==> src/rtl/para_regs_mc_if.sv <==
// fx byte bus between the bus decoder (master) and a register bank (slave):
// one write byte and one read byte per cycle, read data registered in the slave.
interface para_regs_mc_if;
    logic        fx_wr;
    logic [21:0] fx_waddr;
    logic [7:0]  fx_data;
    logic        fx_rd;
    logic [21:0] fx_raddr;
    logic [7:0]  fx_q;

    modport master (output fx_wr, fx_waddr, fx_data, fx_rd, fx_raddr, input fx_q);
    modport slave  (input fx_wr, fx_waddr, fx_data, fx_rd, fx_raddr, output fx_q);
endinterface

==> src/rtl/para_regs_mc.sv <==
// Multi-channel config/status register bank on the fx byte bus.
// Define PARA_REGS_MC_ATOMIC_EN for staged config commits and snapshotted status reads.
module para_regs_mc #(
    parameter int          NCH         = 4,
    parameter int          CFG_BYTES   = 4,
    parameter int          STA_BYTES   = 2,
    parameter logic [63:0] CFG_DEFAULT = 64'h8000
) (
    input  logic                       clk_sys,
    input  logic                       rst_n,
    input  logic [5:0]                 dev_id,
    para_regs_mc_if.slave              fx,
    input  logic [NCH*STA_BYTES*8-1:0] sta_in,
    output logic [NCH*CFG_BYTES*8-1:0] cfg_out,
    output logic [NCH-1:0]             cfg_upd
);

    localparam int CW = CFG_BYTES * 8;
    localparam int SW = STA_BYTES * 8;
    localparam logic [CW-1:0] CFG_RST = CFG_DEFAULT[CW-1:0];

    typedef enum logic [1:0] {REG_NONE, REG_CFG, REG_STA} reg_kind_e;
    typedef struct packed {
        reg_kind_e  kind;
        logic [3:0] ch;
        logic [2:0] idx;
    } dec_t;

    // Channel window 0x01c0..0x01cf: offsets 0-7 config bytes, 8-15 status bytes.
    function automatic dec_t decode(input logic [15:0] a);
        dec_t d;
        d.kind = REG_NONE;
        d.ch   = a[7:4];
        d.idx  = a[2:0];
        if (a[15:8] == 8'h01 && int'(a[7:4]) < NCH) begin
            if (!a[3] && int'(a[2:0]) < CFG_BYTES)     d.kind = REG_CFG;
            else if (a[3] && int'(a[2:0]) < STA_BYTES) d.kind = REG_STA;
        end
        return d;
    endfunction

    logic [CW-1:0] cfg_q [NCH];
    logic [CW-1:0] cfg_d [NCH];
    logic [NCH-1:0] cfg_upd_q, cfg_upd_d;
    logic [7:0]     fx_q_q, fx_q_d;

`ifdef PARA_REGS_MC_ATOMIC_EN
    // Byte 0 of status is always read live, so only bytes 1.. need a snapshot.
    localparam int SNAP_LO = (STA_BYTES > 1) ? 8 : 0;
    localparam int SNW     = (STA_BYTES > 1) ? SW - 8 : 8;
    logic [CW-1:0]  stg_q  [NCH];
    logic [CW-1:0]  stg_d  [NCH];
    logic [SNW-1:0] snap_q [NCH];
    logic [SNW-1:0] snap_d [NCH];
`endif

    logic w_sel, r_sel, soft_rst;
    dec_t wdec, rdec;

    assign w_sel    = fx.fx_wr && (fx.fx_waddr[21:16] == dev_id);
    assign r_sel    = fx.fx_rd && (fx.fx_raddr[21:16] == dev_id);
    assign wdec     = decode(fx.fx_waddr[15:0]);
    assign rdec     = decode(fx.fx_raddr[15:0]);
    assign soft_rst = w_sel && (fx.fx_waddr[15:0] == 16'h0004) && (fx.fx_data == 8'hA5);

    always_comb begin : next_state
        // NOTE: every next-state variable gets a default first so no path leaves it unassigned (no latch).
        cfg_d     = cfg_q;
        cfg_upd_d = '0;
`ifdef PARA_REGS_MC_ATOMIC_EN
        stg_d  = stg_q;
        snap_d = snap_q;
`endif
        if (w_sel && wdec.kind == REG_CFG) begin
            for (int c = 0; c < NCH; c++) begin
                if (wdec.ch == 4'(c)) begin
`ifdef PARA_REGS_MC_ATOMIC_EN
                    for (int k = 0; k < CFG_BYTES; k++)
                        if (wdec.idx == 3'(k)) stg_d[c][k*8 +: 8] = fx.fx_data;
                    // Top byte commits staging plus the new byte; staging keeps the same value.
                    if (int'(wdec.idx) == CFG_BYTES - 1) begin
                        cfg_d[c]     = stg_d[c];
                        cfg_upd_d[c] = 1'b1;
                    end
`else
                    for (int k = 0; k < CFG_BYTES; k++)
                        if (wdec.idx == 3'(k)) cfg_d[c][k*8 +: 8] = fx.fx_data;
                    cfg_upd_d[c] = 1'b1;
`endif
                end
            end
        end
`ifdef PARA_REGS_MC_ATOMIC_EN
        if (r_sel && rdec.kind == REG_STA && rdec.idx == 3'd0) begin
            for (int c = 0; c < NCH; c++)
                if (rdec.ch == 4'(c)) snap_d[c] = sta_in[c*SW + SNAP_LO +: SNW];
        end
`endif
        if (soft_rst) begin
            for (int c = 0; c < NCH; c++) begin
                cfg_d[c] = CFG_RST;
`ifdef PARA_REGS_MC_ATOMIC_EN
                stg_d[c]  = CFG_RST;
                snap_d[c] = '0;
`endif
            end
        end
    end

    // Read data is built from current state, so a same-cycle write or soft reset is not visible.
    always_comb begin : read_mux
        fx_q_d = '0;
        if (r_sel) begin
            if (fx.fx_raddr[15:0] == 16'h0000)      fx_q_d = {2'b00, dev_id};
            else if (fx.fx_raddr[15:0] == 16'h0001) fx_q_d = 8'(NCH);
            else if (fx.fx_raddr[15:0] == 16'h0002) fx_q_d = {4'(STA_BYTES), 4'(CFG_BYTES)};
            for (int c = 0; c < NCH; c++) begin
                if (rdec.ch == 4'(c)) begin
                    for (int k = 0; k < CFG_BYTES; k++)
                        if (rdec.kind == REG_CFG && rdec.idx == 3'(k)) fx_q_d = cfg_q[c][k*8 +: 8];
                    if (rdec.kind == REG_STA && rdec.idx == 3'd0) fx_q_d = sta_in[c*SW +: 8];
                    for (int k = 1; k < STA_BYTES; k++) begin
                        if (rdec.kind == REG_STA && rdec.idx == 3'(k)) begin
`ifdef PARA_REGS_MC_ATOMIC_EN
                            fx_q_d = snap_q[c][(k-1)*8 +: 8];
`else
                            fx_q_d = sta_in[c*SW + k*8 +: 8];
`endif
                        end
                    end
                end
            end
        end
    end

    // NOTE: state registers use non-blocking assignments only; all blocking work stays in always_comb.
    always_ff @(posedge clk_sys) begin
        if (!rst_n) begin
            // NOTE: these arrays are architectural registers with defined reset values, not RAM, so they are reset.
            for (int c = 0; c < NCH; c++) begin
                cfg_q[c] <= CFG_RST;
`ifdef PARA_REGS_MC_ATOMIC_EN
                stg_q[c]  <= CFG_RST;
                snap_q[c] <= '0;
`endif
            end
            cfg_upd_q <= '0;
            fx_q_q    <= '0;
        end else begin
            cfg_q     <= cfg_d;
`ifdef PARA_REGS_MC_ATOMIC_EN
            stg_q     <= stg_d;
            snap_q    <= snap_d;
`endif
            cfg_upd_q <= cfg_upd_d;
            fx_q_q    <= fx_q_d;
        end
    end

    for (genvar c = 0; c < NCH; c++) begin : g_cfg_out
        assign cfg_out[c*CW +: CW] = cfg_q[c];
    end
    assign cfg_upd = cfg_upd_q;
    assign fx.fx_q = fx_q_q;

endmodule
==> src/flat_wrapper.sv <==
// flat-port wrapper written by rule: the top's interface ports become plain ports
module para_regs_mc_flat 
#(
    parameter int          NCH         = 4,
    parameter int          CFG_BYTES   = 4,
    parameter int          STA_BYTES   = 2,
    parameter logic [63:0] CFG_DEFAULT = 64'h8000
)
  (clk_sys, rst_n, dev_id, sta_in, cfg_out, cfg_upd, fx_fx_wr, fx_fx_waddr, fx_fx_data, fx_fx_rd, fx_fx_raddr, fx_fx_q);
  para_regs_mc_if fx_i ();
  input  logic clk_sys;
  input  logic rst_n;
  input  logic [5:0] dev_id;
  input  logic [NCH*STA_BYTES*8-1:0] sta_in;
  output logic [NCH*CFG_BYTES*8-1:0] cfg_out;
  output logic [NCH-1:0] cfg_upd;
  input wire logic [$bits(fx_i.fx_wr)-1:0] fx_fx_wr;
  input wire logic [$bits(fx_i.fx_waddr)-1:0] fx_fx_waddr;
  input wire logic [$bits(fx_i.fx_data)-1:0] fx_fx_data;
  input wire logic [$bits(fx_i.fx_rd)-1:0] fx_fx_rd;
  input wire logic [$bits(fx_i.fx_raddr)-1:0] fx_fx_raddr;
  output wire logic [$bits(fx_i.fx_q)-1:0] fx_fx_q;
  assign fx_i.fx_wr = fx_fx_wr;
  assign fx_i.fx_waddr = fx_fx_waddr;
  assign fx_i.fx_data = fx_fx_data;
  assign fx_i.fx_rd = fx_fx_rd;
  assign fx_i.fx_raddr = fx_fx_raddr;
  assign fx_fx_q = fx_i.fx_q;
  para_regs_mc #(.NCH(NCH), .CFG_BYTES(CFG_BYTES), .STA_BYTES(STA_BYTES), .CFG_DEFAULT(CFG_DEFAULT)) u_core (.clk_sys(clk_sys), .rst_n(rst_n), .dev_id(dev_id), .fx(fx_i), .sta_in(sta_in), .cfg_out(cfg_out), .cfg_upd(cfg_upd));
endmodule
==> config.mk <==
export PLATFORM = sky130hd
export DESIGN_NAME = para_regs_mc_flat
export DESIGN_NICKNAME = d
export VERILOG_FILES = /design/src/rtl/para_regs_mc_if.sv /design/src/rtl/para_regs_mc.sv /design/src/flat_wrapper.sv
export SDC_FILE = /design/constraint.sdc
export NUM_CORES = 1
export LEC_CHECK = 0
export BUFFER_PORTS_ARGS = -buffer_cell sky130_fd_sc_hd__buf_2
export CAP_MARGIN = 30
export CORE_MARGIN = 3
export CORE_UTILIZATION = 29
export DETAILED_ROUTE_END_ITERATION = 8
export HOLD_SLACK_MARGIN = 0.15
export PLACE_DENSITY_LB_ADDON = 0.1
export RECOVER_POWER = 25
export SYNTH_ARGS = -nofsm -noshare
export SYNTH_HDL_FRONTEND = slang
export SYNTH_SLANG_ARGS = --single-unit
==> constraint.sdc <==
create_clock -name clk_sys -period 3.2 [get_ports clk_sys]
set_clock_uncertainty 0.15 [all_clocks]
set_input_delay 0.64 -clock clk_sys [delete_from_list [all_inputs] [get_ports clk_sys]]
set_output_delay 0.64 -clock clk_sys [all_outputs]
set_load 0.02 [all_outputs]
==> flow_summary_export.csv <==
group,metric,value,unit
place,dp_hpwl,28700,um
timing,final-setup-viol-count,0,
setup_path,cp_data_arrival_time,2.90,ns
clocking,cts_setup_buffers,0,
grt,grt_pass1_vias,7900,
floorplanning,die_area,26800,um2
clocking,post_cts_resized,0,
clocking,cts_root_buffer,"clkbuf_16",
clocking,cts_hold_buf,0,
layout,antenna-diode-count,0,
job,cap_violations,0,
setup_path,r2r_end,"u_core.fx.fx_q[4]$_SDFF_PN0_",
detailed_routing,ant_nets,0,
layout,layout.nets,1302,
setup_path,crit_fanout,13,
setup_path,cp-end-kind,"flop",
grt,antenna_found_initial,0,
yosys,synthCells,875,
yosys,syn_avg_cell_area,8.25,um2
yosys,syn-cell-area,7220,um2
floorplanning,ios,266,
yosys,synth_edf_count,0,
power_and_ir_drop,power.leakage,4.48,nW
min_path,holdPathStages,2,
power_and_ir_drop,p_seq_share,43.7,%
layout,final_cell_mix,"buf_2 (195), dfxtp_1 (140), nor2_1 (108), nand2_1 (96), mux2i_1 (89)",
yosys,synth_largest_area_cell,"dfxtp_1",
yosys,ys_seq_area_share,38.8,%
timing,setup_tns,0,ns
power_and_ir_drop,vdd_drop_max,0.224,mV
yosys,synthTopCellsByArea,"dfxtp_1 (39%), mux2i_1 (12%), nor2_1 (5.6%), a21oi_1 (5.5%), nand2_1 (5.0%)",
detailed_routing,drc,0,
yosys,synth-main-ff-cell,"dfxtp_1",
clocking,numCtsBuffers,17,
floorplanning,placementRows,57,
setup_path,rr_worst_depth,7,
layout,layout-drive-gt1-share,28.8,%
detailed_routing,vias_per_cell,5.43,
min_path,min_to,"u_core.cfg_out[36]$_SDFFE_PP0P_",
timing,relSlewSlack,60.4,%
timing,hold_viol,0,
floorplanning,dieWidth,164,um
power_and_ir_drop,netSwitchingFraction,27.3,%
setup_path,rrSetupSlack,0.96,ns
min_path,hp-class,"reg -> reg",
setup_path,crit_required,3.36,ns
setup_path,critical_path_class,"in -> reg",
floorplanning,start_util,29.6,%
min_path,min_from,"u_core.cfg_out[36]$_SDFFE_PP0P_",
yosys,synth_fp_nets,1001,
layout,final_common_cell,"buf_2",
detailed_routing,wire_per_inst,24.5,um
timing,period_share,85.9,%
grt,grt.total_usage,27.2,%
yosys,synth_top_area_share,38.8,%
clocking,cts.sinks,140,
detailed_routing,drt-initial-drc-count,888,
clocking,h-tree-depth,4,
layout,synthToLayoutAreaGrowth,38.4,%
grt,grt_start_max_net_pins,39,
clocking,cts.clk_slew.worst_paths,0.07,ns
power_and_ir_drop,cellPowerDensity,399,nW/um2
timing,drv_slew,0,
clocking,clkLatencyLatePin,0.43,ns
setup_path,reg2reg_from,"u_core.cfg_out[36]$_SDFFE_PP0P_",
grt,grt.overflow.total,0,
timing,timing.fmax,364,MHz
yosys,synth.distinct_cells,71,
timing,grt_setup_unrepaired,"false",
power_and_ir_drop,p_switching,1.09,mW
setup_path,crit_start,"fx_fx_raddr[13]",
yosys,ys_seq_elements,140,
place,io_buffers,265,
power_and_ir_drop,combPwrFrac,8.8,%
detailed_routing,dr.pass1.iters,9,
timing,tightest_slew,0.592,ns
outcome,status,"complete, no violations",
floorplanning,core_area,24400,um2
power_and_ir_drop,clockPowerShare,47.5,%
yosys,async_reset_ff_share,0,%
power_and_ir_drop,p_int,2.90,mW
timing,period_needed,2.75,ns
detailed_routing,wirelength,37000,um
floorplanning,die_y,164,um
clocking,cts_tree,"yes",
detailed_routing,vias,8210,
timing,finalWorstSetupSlack,0.452,ns
yosys,ys_warn_count,0,
place,post-place-ws,0.0689,ns
grt,grt_pass1_wl,53300,um
clocking,cts_buffer_depth,2,
place,gp_congestion,0.950,
setup_path,start_kind,"input pin",
[critical path, stage by stage]
cell and delay [ns]:
buf_2 0.11, or4_4 0.65, or4_1 0.66, buf_4 0.21, o22ai_1 0.25, o221ai_1 0.20
nand2_1 0.10, a31oi_1 0.07
[synthesized netlist by cell type (8+ instances only)]
master and n:
mux2i_1 89, and3_1 10, nand4_1 11, mux2_2 8
nor4_1 10, a22oi_1 8, nor2_1 108, xor2_1 9
nand3_1 51, clkbuf_1 53, o22ai_1 16, nor2b_1 8
o21ai_0 27, a21oi_1 80, a222oi_1 8, dfxtp_1 140
nor3_1 12, nand2_1 96
[per-stage QoR]
stage | total power [mW] | util (%) | cells | area [um2] | hold slack [ns]
global route | 4.12 | 40.9 | 1513 | 9980 | 0.371
floorplan | 1.92 | - | 875 | 7220 | 0.388
detailed placement | 2.13 | 39.0 | 1481 | 9520 | 0.329
CTS | 4.02 | 41.3 | 1513 | 10100 | 0.339
global placement | 2.13 | 39.0 | 1481 | 9520 | 0.325
finish | 3.99 | 40.9 | 1513 | 9980 | 0.337
[layout make-up]
type	count	area [um2]
Fill cell	2631	14400
Multi-Input combinational cell	660	4150
Sequential cell	140	2800
Timing Repair Buffer	352	2050
Clock buffer	19	443
Tap cell	324	405
Clock inverter	13	109
Inverter	5	18.8
[routing by layer]
layer | track usage [%] | wire, um | vias to the layer above
met5 | 0 | 0 | -
met4 | 9.38 | 1100 | 0
met3 | 5.22 | 3110 | 67
met2 | 40.8 | 16400 | 388
met1 | 38.9 | 16500 | 3937
li1 | - | - | 3818
[logic make-up (layout without fill, tap and decap cells)]
group / count (synthesis) / in the layout / synth area share (%)
AND/OR/NAND/NOR: 348 / 348 / 23.6
AO/OA/AOI/OAI: 202 / 202 / 18.0
XOR/XNOR: 12 / 12 / 1.46
buffers and inverters: 75 / 389 / 4.23
flip-flops: 140 / 140 / 38.8
multiplexers: 98 / 98 / 13.9
[flip-flops by register name, indices dropped and copies added (netlist names)]
| signal | cells |
|---|---|
| u_core.cfg_out | 128 |
| u_core.cfg_upd | 4 |
| u_core.fx.fx_q | 8 |
[power by group through the flow]
| stage | clock network, mW | logic (mW) | registers [mW] |
|---|---|---|---|
| 6_report | 1.89 | 0.352 | 1.74 |
| 5_1_grt | 2.00 | 0.376 | 1.74 |
| 3_3_place_gp | 0 | 0.349 | 1.78 |
| 4_1_cts | 1.93 | 0.348 | 1.74 |
| 2_1_floorplan | 0 | 0.142 | 1.78 |
| 3_5_place_dp | 0 | 0.347 | 1.78 |
[worst max path at each step]
stage / endpoint / slack, ns
after global placement: u_core.fx.fx_q[4]$_SDFF_PN0_ / 0.002
after detailed placement: u_core.fx.fx_q[4]$_SDFF_PN0_ / 0.07
final: u_core.fx.fx_q[5]$_SDFF_PN0_ / 0.45
after floorplan: u_core.fx.fx_q[1]$_SDFF_PN0_ / 0.33
after CTS: u_core.fx.fx_q[4]$_SDFF_PN0_ / 0.52
after global routing: u_core.fx.fx_q[1]$_SDFF_PN0_ / 0.41
Note: power is estimated with default switching activity, not from simulation.
